## config.mk

```make
export PLATFORM = sky130hd
export DESIGN_NAME = zero_countdown
export DESIGN_NICKNAME = d
export VERILOG_FILES = /design/src/rtl/zero_countdown_pkg.sv /design/src/rtl/zero_detect.sv /design/src/rtl/zero_countdown.sv
export SDC_FILE = /design/constraint.sdc
export NUM_CORES = 1
export LEC_CHECK = 0
export CORE_MARGIN = 3
export CORE_UTILIZATION = 52
export CTS_CLUSTER_DIAMETER = 80
export DETAILED_ROUTE_END_ITERATION = 16
export PLACE_DENSITY = 0.89
export REMOVE_ABC_BUFFERS = 1
export SETUP_SLACK_MARGIN = 0.4
export SLEW_MARGIN = 10
export SYNTH_ARGS = -nofsm -noshare
export SYNTH_HDL_FRONTEND = slang
export SYNTH_HIERARCHICAL = 1
export SYNTH_SLANG_ARGS = --single-unit
```

## constraint.sdc

```tcl
create_clock -name clk -period 4.47 [get_ports clk]
set_clock_uncertainty 0.05 [all_clocks]
set_input_delay 1.341 -clock clk [delete_from_list [all_inputs] [get_ports clk]]
set_output_delay 1.341 -clock clk [all_outputs]
set_load 0.03 [all_outputs]
```

## src/rtl/zero_countdown_pkg.sv

```systemverilog
// Shared constants for the zero_countdown block: FSM state codes and default width.
package zero_countdown_pkg;

  localparam logic [1:0] ST_IDLE = 2'd0;
  localparam logic [1:0] ST_RUN  = 2'd1;

  localparam int CNT_WIDTH = 8;

endpackage : zero_countdown_pkg

```

## src/rtl/zero_detect.sv

```systemverilog
// Combinational all-zero detector: NOR-reduce of the input word.
module zero_detect #(
  parameter int WIDTH = 8
) (
  input  logic [WIDTH-1:0] value_i,
  output logic             zero_o
);

  assign zero_o = ~|value_i;

endmodule : zero_detect

```

## src/rtl/zero_countdown.sv

```systemverilog
// Loadable down-counter with valid/ready load, hold/abort control, one-cycle done
// pulse at terminal count and optional auto-reload of the last loaded value.
module zero_countdown
  import zero_countdown_pkg::*;
#(
  parameter int WIDTH = CNT_WIDTH
) (
  input  logic             clk,
  input  logic             rst,
  input  logic             load_valid,
  output logic             load_ready,
  input  logic [WIDTH-1:0] load_value,
  input  logic             enable,
  input  logic             auto_reload,
  input  logic             abort,
  output logic [WIDTH-1:0] count,
  output logic             zero,
  output logic             busy,
  output logic             done
);

  logic [1:0]       state_q, state_d;
  logic [WIDTH-1:0] count_q, count_d;
  logic [WIDTH-1:0] reload_q, reload_d;
  logic             done_q, done_d;
  logic             load_zero;
  logic             terminal;

  zero_detect #(.WIDTH(WIDTH)) u_zero_count (
    .value_i (count_q),
    .zero_o  (zero)
  );

  zero_detect #(.WIDTH(WIDTH)) u_zero_load (
    .value_i (load_value),
    .zero_o  (load_zero)
  );

  // RUN is never entered with a zero count, so ==1 is the only terminal case.
  assign terminal = (count_q == WIDTH'(1));

  always_ff @(posedge clk) begin
    if (rst) begin
      state_q  <= ST_IDLE;
      count_q  <= '0;
      reload_q <= '0;
      done_q   <= 1'b0;
    end else begin
      state_q  <= state_d;
      count_q  <= count_d;
      reload_q <= reload_d;
      done_q   <= done_d;
    end
  end

  always_comb begin
    state_d = state_q;
    case (state_q)
      ST_IDLE: begin
        if (load_valid && !load_zero) state_d = ST_RUN;
      end
      ST_RUN: begin
        if (abort)                                   state_d = ST_IDLE;
        else if (enable && terminal && !auto_reload) state_d = ST_IDLE;
      end
      default: state_d = ST_IDLE;
    endcase
  end

  always_comb begin
    count_d  = count_q;
    reload_d = reload_q;
    done_d   = 1'b0;
    case (state_q)
      ST_IDLE: begin
        if (load_valid) begin
          count_d  = load_value;
          reload_d = load_value;
          done_d   = load_zero;
        end
      end
      ST_RUN: begin
        if (abort) begin
          count_d = '0;
        end else if (enable) begin
          if (terminal) begin
            done_d  = 1'b1;
            count_d = auto_reload ? reload_q : '0;
          end else begin
            count_d = count_q - WIDTH'(1);
          end
        end
      end
      default: count_d = '0;
    endcase
  end

  always_comb begin
    load_ready = (state_q == ST_IDLE);
    busy       = (state_q == ST_RUN);
  end

  assign count = count_q;
  assign done  = done_q;

endmodule : zero_countdown

```

After elaboration in Yosys (flattened, before gate mapping)
Index checks and enable logic that the tools add are counted.

word-level totals
  word-level logic and storage cells = 38
  input port bits = 14
  output and inout bits = 12
  bits in registers = 19

cells by class
  add/sub/neg operators = 1
  equality and inequality tests = 6
  reductions and logical operators = 12
  muxes and demuxes = 15

operator list
  operator                                                            number
  8-bit 2-to-1 mux                                                    5
  8-bit one-hot mux with 2 select lines                               1
  8-bit OR reduction                                                  2
  8-bit by 1-bit == test with 1-bit output, second input constant     1
  8-bit by 1-bit subtractor with 8-bit output, second input constant  1
  2-bit 2-to-1 mux                                                    3
  2-bit AND reduction                                                 3
  1-bit 2-to-1 mux                                                    4
  2-bit one-hot mux with 2 select lines                               1
  1-bit logical AND                                                   3
  1-bit zero test                                                     3
  3-bit by 2-bit != test with 1-bit output, second input constant     1
  3-bit != test, second input constant                                1
  2-bit by 1-bit == test with 1-bit output, second input constant     1
  2-bit zero test                                                     1
  2-bit by 1-bit != test with 1-bit output, second input constant     1
  2-bit != test, second input constant                                1
  1-bit one-hot mux with 2 select lines                               1

Logic depth before layout (Yosys ltp)
Gate-level depths: netlist (run 1).

  depth after elaboration = 6
  mapped depth = 7

By module
The synthesis (run 1) kept the hierarchy.

modules (own cells, without submodules)
  module          instances  cells an instance  area an instance (um^2)  seq. area each (um^2)
  zero_countdown  1          131                1038.5                   360.3
  zero_detect     2          3                  18.8                     0.0

Least setup slack after synthesis (run 1)
No wires, ideal clock.

  kind = register -> output
  start point = register count_q[6] (netlist: count[6])
  end point = output zero
  slack = 1.677 ns
  cell stages (with the launch flop) = 3
  buffers on the path = 0
  data arrival time = 1.402 ns
  cells stage by stage = dfxtp_1 > or4_1 > nor2_1

between the ends
  cells in the longest elaborated chain, start to end = 2

RTL lines
  what                    RTL line              source
  from (decl)             zero_countdown.sv:23  logic [WIDTH-1:0] count_q, count_d;
  from (signal assigned)  zero_countdown.sv:50  count_q <= count_d;
  8-bit OR reduction      zero_detect.sv:9      assign zero_o = ~|value_i;
  1-bit zero test         zero_detect.sv:9
  to (decl)               zero_countdown.sv:17  output logic zero,

Every way passes these cells.

Final worst setup path (run 1)
  start point = register count_q[7] (netlist: count[7])
  end point = output zero

Same word-level chain as after synthesis.

==> out/results.tsv, run 1 <==
stage	metric	value	unit
clock_network	cts repair resizes	0	
clock_network	postcts setup bufs	0	
hold_path	HP Class	reg2reg	
timing	minimum clock period	3.38	ns
worst_setup_path	WS Path Type	reg2out	
finish	Fillers	173	
status	status	complete, no violations	
power_and_ir_drop	leakage	0.461	nW
placement	dpl ws	1.22	ns
timing	Rel. slew slack	48.2	%
clock_network	CTS tree	built	
yosys	cell taking the most area after synthesis	dfxtp_1	
timing	Fin Setup TNS	0	ns
clock_network	clock tree root driver cell	clkbuf_4	
die	Placeable Area	1840	um^2
yosys	register area share after synthesis	33.5	%
timing	fmax	0.295	GHz
finish	commonest non-fill, non-tap cell in the layout	clkdlybuf4s50_1	
yosys	post-synth top area share	33.5	%
finish	share of layout cells above drive strength 1	5.73	%
die	Die Wd	51.5	um
yosys	Synth area leaders	dfxtp_1 33%, nand2_1 7.3%, nor2_1 4.5%	
die	initial cell density of the core	58.5	%
yosys	number of flops mapped to enable cells by yosys	0	
timing	unrepaired setup endpoints after global routing	no	
timing	Hold Vio Cnt, Final	0	
die	# IOs	26	
clock_network	htree depth	1	
clock_network	clock buffer count from CTS	3	
grt	GRT Overall Usage	24.6	%
worst_setup_path	Critical Path End Type	primary output	
worst_setup_path	worst path required time	3.08	ns
worst_setup_path	largest stage delay on the critical path	0.67	ns
route	DR vias/cell	6.29	
route	DR WL/cell	15.6	um
die	row cnt	15	
route	DRT Pass-1 Iters	4	
grt	first-pass GRT wire length	4.97	mm
yosys	Mapped Cells	137	
yosys	Post-Syn Area	1080	um^2
route	via count	1144	
yosys	post-synth cell types	42	
worst_setup_path	Crit path max-delay family	buffers and inverters	
worst_setup_path	Buf/Inv on CP	1	
clock_network	CTS Hold Bufs	0	
placement	Post-Place Cell Area	1320	um^2
finish	Util after Layout	72.9	%
clock_network	Worst-Skew Late Latency	0.30	ns
grt	grt ovf	0	
timing	worst-margin pin slew	0.775	ns
yosys	synthesis warning total	6	
worst_setup_path	Worst Setup Start Kind	register	
placement	Final Wtd Congestion	0.950	
finish	Finished Cell Area	1340	um^2
die	die height	51.5	um
worst_setup_path	CP cell instances	or4_1 -> nor2_1 -> clkdlybuf4s50_1	
route	drt total wl	2.84	mm
route	antenna viol nets, final	0	
yosys	async set-reset flop share out of synthesis	0	%
timing	Final setup viols	0	
yosys	Syn Area/Cell	7.85	um^2
clock_network	clock slew at reported path FFs	0.10	ns
yosys	most common flop cell mapped by yosys	dfxtp_1	
finish	Antenna diodes	0	
timing	Final WS setup	1.09	ns
timing	Fin Hold WS	0.413	ns
worst_setup_path	CP arrival	1.99	ns
job	max cap viols	0	
finish	Register Area	360	um^2
finish	multi-input combinational cell area	657	um^2
clock_network	CTS max path bufs	2	
placement	Port Buffers	25	
die	Die Area	2650	um^2
power_and_ir_drop	power density cells	306	nW/um^2
yosys	register bit total from synthesis	18	
placement	DP HPWL	2.07	mm
worst_setup_path	Crit Path Max Fanout	6	
grt	pin count of the biggest net entering global routing	21	
grt	initial antenna violation count	0	
power_and_ir_drop	VDD IR-drop max	214	uV
worst_setup_path	Critical Path Slowest Stage Cell	clkdlybuf4s50_1	
clock_network	clock sink total	18	
finish	Final Net Count	175	
route	Starting DRT DRC Count	51	
finish	synth-to-layout area growth	24.5	%
route	DRC violations left	0	
timing	Final period util	75.7	%
timing	Slew Viols, Final	0	
grt	number of global-route vias before repair	1093	
finish	most frequent cells in the layout	25 x clkdlybuf4s50_1, 21 x nand2_1, 18 x dfxtp_1	
==> path summary, 6_finish.rpt <==
kind                            slack, ns  depth (start not counted)           to        start
worst min register to register       0.41                          2  reload_q[7]  reload_q[7]
worst min-delay path                 0.41                          2  reload_q[7]  reload_q[7]
worst max register to register       2.40                          5   state_q[0]     count[0]
worst max-delay path                 1.09                          3         zero     count[7]
==> cell families after synthesis <==
family / after synthesis / share of synthesized area (%)
DFF: 18 / 33.5
buffers and inverters: 13 / 5.47
adders and majority gates: 2 / 2.33
and+or+nand+nor: 65 / 32.0
AOI/OAI and AO/OA: 36 / 24.2
xor gates and xnor gates: 2 / 1.63
muxes: 1 / 0.930
==> worst reg2reg max path, stage by stage, from the launching register on <==
cell and delay [ns]:
dfxtp_1 0.51, ha_1 0.24, or3b_1 0.51, nor4b_1 0.43, o22a_1 0.18, nor2_1 0.04
==> state kept, by name, indices dropped and copies added (netlist names) <==
register and cells:
count 8, state_q 1, reload_q 8, done 1
==> per-stage QoR <==
step	std cells	power [mW]
2_1_floorplan	129	0.275
3_3_place_gp	179	0.327
3_5_place_dp	179	0.331
4_1_cts	182	0.411
5_1_grt	182	0.437
6_report	182	0.410
==> final cells by class <==
type	instances	area share (%)
timing repair buffer	25	18.7
clock buffer	3	1.68
sequential	18	26.9
inverter	5	1.40
tap	25	2.33
multi-input combinational	106	49.0
==> layer usage <==
layer | wire length (um) | GRT usage (%) | vias up
li1 | - | - | 548
met1 | 1190 | 31.4 | 523
met2 | 1350 | 39.0 | 66
met3 | 242 | 5.73 | 7
met4 | 64 | 11.8 | 0
met5 | 0 | 0 | -
==> where the power goes <==
part           total (mW)  internal (mW)  leakage [nW]  switching [mW]
combinational       0.139         0.0599         0.299          0.0793
sequential          0.190          0.173         0.148          0.0172
clock              0.0807         0.0314        0.0138          0.0493
total               0.410          0.264         0.461           0.146
==> Yosys cell counts (all sizes together), types with 3 or more instances <==
| cell type | n |
|---|---|
| nand4 | 5 |
| a21oi | 8 |
| buf | 3 |
| clkbuf | 5 |
| nor2b | 3 |
| nor3 | 4 |
| nand2b | 3 |
| or3 | 4 |
| nand2 | 21 |
| o21ai | 8 |
| dfxtp | 18 |
| inv | 5 |
| or4 | 5 |
| nor2 | 14 |
| a311oi | 5 |
Power figures use the tool's default switching activity.
==> inputs of run 2 (changes only) <==
--- a/config.mk
+++ b/config.mk
@@ -6,10 +6,10 @@
 export NUM_CORES = 1
 export LEC_CHECK = 0
 export CORE_MARGIN = 3
-export CORE_UTILIZATION = 52
+export CORE_UTILIZATION = 48
 export CTS_CLUSTER_DIAMETER = 80
 export DETAILED_ROUTE_END_ITERATION = 16
-export PLACE_DENSITY = 0.89
+export PLACE_DENSITY = 0.84
 export REMOVE_ABC_BUFFERS = 1
 export SETUP_SLACK_MARGIN = 0.4
 export SLEW_MARGIN = 10
==> constraint.sdc (replaced) <==
create_clock -name clk -period 3.35 [get_ports clk]
set_clock_uncertainty 0.05 [all_clocks]
set_input_delay 1.005 -clock clk [delete_from_list [all_inputs] [get_ports clk]]
set_output_delay 1.005 -clock clk [all_outputs]
set_load 0.03 [all_outputs]
==> run 2 against run 1 <==
  * Combinational power rose by 36%
  * Design area increased by 1.8%
  * Cell count increased by 2.7%
  * Via count is essentially flat
  * Power increased by 34%
  * Clock power grew 34%
  * Sequential share of layout area shrank 0.47 points
  * Global-route usage is 2.1 points lower
  * Critical path depth unchanged
==> out/results.tsv, run 2 (synthesis results as in run 1) <==
stage	metric	value	unit	change
grt	initial antenna violation count	0		unchanged
status	status	complete, no violations		
worst_setup_path	CP endpoint	zero		
finish	share of layout cells above drive strength 1	7.50	%	+1.8 points
hold_path	hold depth	2		unchanged
power_and_ir_drop	power density cells	403	nW/um^2	+32%
job	max cap viols	0		unchanged
route	DRC violations left	0		unchanged
route	Starting DRT DRC Count	39		-24%
clock_network	CTS Hold Bufs	0		unchanged
worst_setup_path	CP arrival	1.74	ns	-0.25 ns
finish	commonest non-fill, non-tap cell in the layout	clkdlybuf4s50_1		
power_and_ir_drop	Seq pwr share	45.9	%	-0.4 points
finish	Final Net Count	178		+1.7%
timing	worst-margin pin slew	0.625	ns	-0.150 ns
die	Placeable Area	2040	um^2	+11%
power_and_ir_drop	combinational power share	34.4	%	+0.4 points
route	antenna viol nets, final	0		unchanged
timing	Hold Vio Cnt, Final	0		unchanged
route	drt total wl	2.83	mm	-0.39%
die	Die Wd	53.3	um	+3.6%
worst_setup_path	start point of the critical path	count[0]		
timing	Rel. slew slack	57.3	%	+9.1 points
clock_network	clock sink total	18		unchanged
finish	most frequent cells in the layout	24 x clkdlybuf4s50_1, 21 x nand2_1, 18 x dfxtp_1		
die	die height	53.3	um	+3.6%
timing	minimum clock period	2.79	ns	
power_and_ir_drop	clock share of power	19.7	%	about the same
die	initial cell density of the core	52.7	%	-5.8 points
worst_setup_path	largest stage delay on the critical path	0.54	ns	-0.13 ns
worst_setup_path	CP cell instances	or4_1 -> nor2_1 -> dlygate4sd2_1		
worst_setup_path	Critical Path Slowest Stage Cell	or4_1		
power_and_ir_drop	VDD IR-drop max	237	uV	+11%
power_and_ir_drop	leakage	0.480	nW	+4.0%
grt	grt ovf	0		unchanged
clock_network	clock tree root driver cell	clkbuf_4		
timing	Final setup viols	0		unchanged
worst_setup_path	worst reg2reg endpoint	count[3]		
finish	synth-to-layout area growth	26.7	%	
die	Die Area	2850	um^2	+7.3%
worst_setup_path	reg2reg setup slack	1.29	ns	-1.11 ns
finish	Util after Layout	66.8	%	-6.1 points
placement	DP HPWL	2.06	mm	-0.81%
timing	Final period util	83.4	%	
timing	Final WS setup	0.557	ns	-0.529 ns
route	DRT Pass-1 Iters	5		+1
grt	number of global-route vias before repair	1060		-3.0%
timing	Slew Viols, Final	0		unchanged
die	row cnt	16		+1
finish	Antenna diodes	0		unchanged
worst_setup_path	Worst Setup Start Kind	register		
placement	placed cells	184		+2.8%
die	# IOs	26		unchanged
placement	Port Buffers	25		unchanged
route	DR vias/cell	6.11		-2.8%
power_and_ir_drop	Sw Pwr	0.196	mW	+34%
hold_path	HP Class	reg2reg		
placement	dpl ws	0.588	ns	-0.628 ns
timing	unrepaired setup endpoints after global routing	no		
clock_network	CTS max path bufs	2		unchanged
clock_network	htree depth	1		unchanged
grt	pin count of the biggest net entering global routing	20		-4.8%
clock_network	clock slew at reported path FFs	0.10	ns	about the same
worst_setup_path	Crit Path Max Fanout	9		+3
timing	Fin Setup TNS	0	ns	unchanged
clock_network	Worst-Skew Late Latency	0.29	ns	about the same
worst_setup_path	worst path required time	2.29	ns	-0.79 ns
route	DR WL/cell	15.1	um	-3.1%
power_and_ir_drop	Internal Power	0.353	mW	+34%
grt	GRT Overall Usage	22.5	%	-2.1 points
clock_network	clock buffer count from CTS	3		unchanged
worst_setup_path	worst r2r path cells	6		+1
grt	first-pass GRT wire length	4.77	mm	-4.2%
placement	Final Wtd Congestion	0.963		+1.3%
power_and_ir_drop	Net Sw Frac	35.7	%	+0.077 points
worst_setup_path	r2r startpoint	count[1]		
finish	post-route insts no fill	187		+2.7%
route	via count	1143		-0.087%
worst_setup_path	WS Path Type	reg2out		
clock_network	CTS tree	built		
timing	fmax	0.358	GHz	
worst_setup_path	Critical Path End Type	primary output		
==> run 2: cell count changes in the layout (fill, tap and decap cells not counted) <==
cell and delta:
buf_4 +3, clkdlybuf4s50_1 -1, dlygate4sd2_1 +1
==> run 2: through the flow <==
step           cell area [um^2]  hold WS, ns  power (mW)
6_report                   1360        0.413       0.549
5_1_grt                    1360        0.429       0.579
4_1_cts                    1360        0.414       0.551
3_5_place_dp               1340        0.399       0.445
3_3_place_gp               1340        0.395       0.443
2_1_floorplan              1040        0.381       0.367
==> run 2: cell type report <==
cell class                 count  area (um^2)
timing repair buffer          28          272
clock buffer                   3         22.5
fill                         187          678
tap                           27         33.8
inverter                       5         18.8
multi-input combinational    106          657
sequential                    18          360
==> run 2: critical path: cells and delay by family (launching register included) <==
kind,cells,cell delay [ns]
flops,1,0.41
simple gates,2,0.63
buf+inv,1,0.40
==> run 2: worst min path at each step <==
stage	end	startpoint	slack, ns
2_1_floorplan	reload_q[6]	reload_q[6]	0.38
3_3_place_gp	reload_q[2]	reload_q[2]	0.40
3_5_place_dp	reload_q[6]	reload_q[6]	0.40
4_1_cts	reload_q[6]	reload_q[6]	0.41
5_1_grt	reload_q[6]	reload_q[6]	0.43
6_report	reload_q[6]	reload_q[6]	0.41
==> run 2: power groups by stage <==
stage               clock network (mW)  logic (mW)  registers (mW)
finish                           0.108       0.189           0.252
global route                     0.120       0.204           0.255
CTS                              0.111       0.188           0.252
detailed placement                   0       0.188           0.257
global placement                     0       0.187           0.256
floorplan                            0      0.0950           0.272
==> run 2: repair_timing <==
| action | CTS | global route |
|---|---|---|
| buffers inserted | 0 | 0 |
| gates resized for setup | 1 | 0 |
| setup endpoints to repair | 1 | 0 |
==> run 2: layer usage <==
layer	vias to the layer above	track usage [%]	routed length, um
met3	6	4.23	232
li1	551	-	-
met5	-	0	0
met4	0	9.36	22
met1	528	28.8	1280
met2	58	36.5	1290
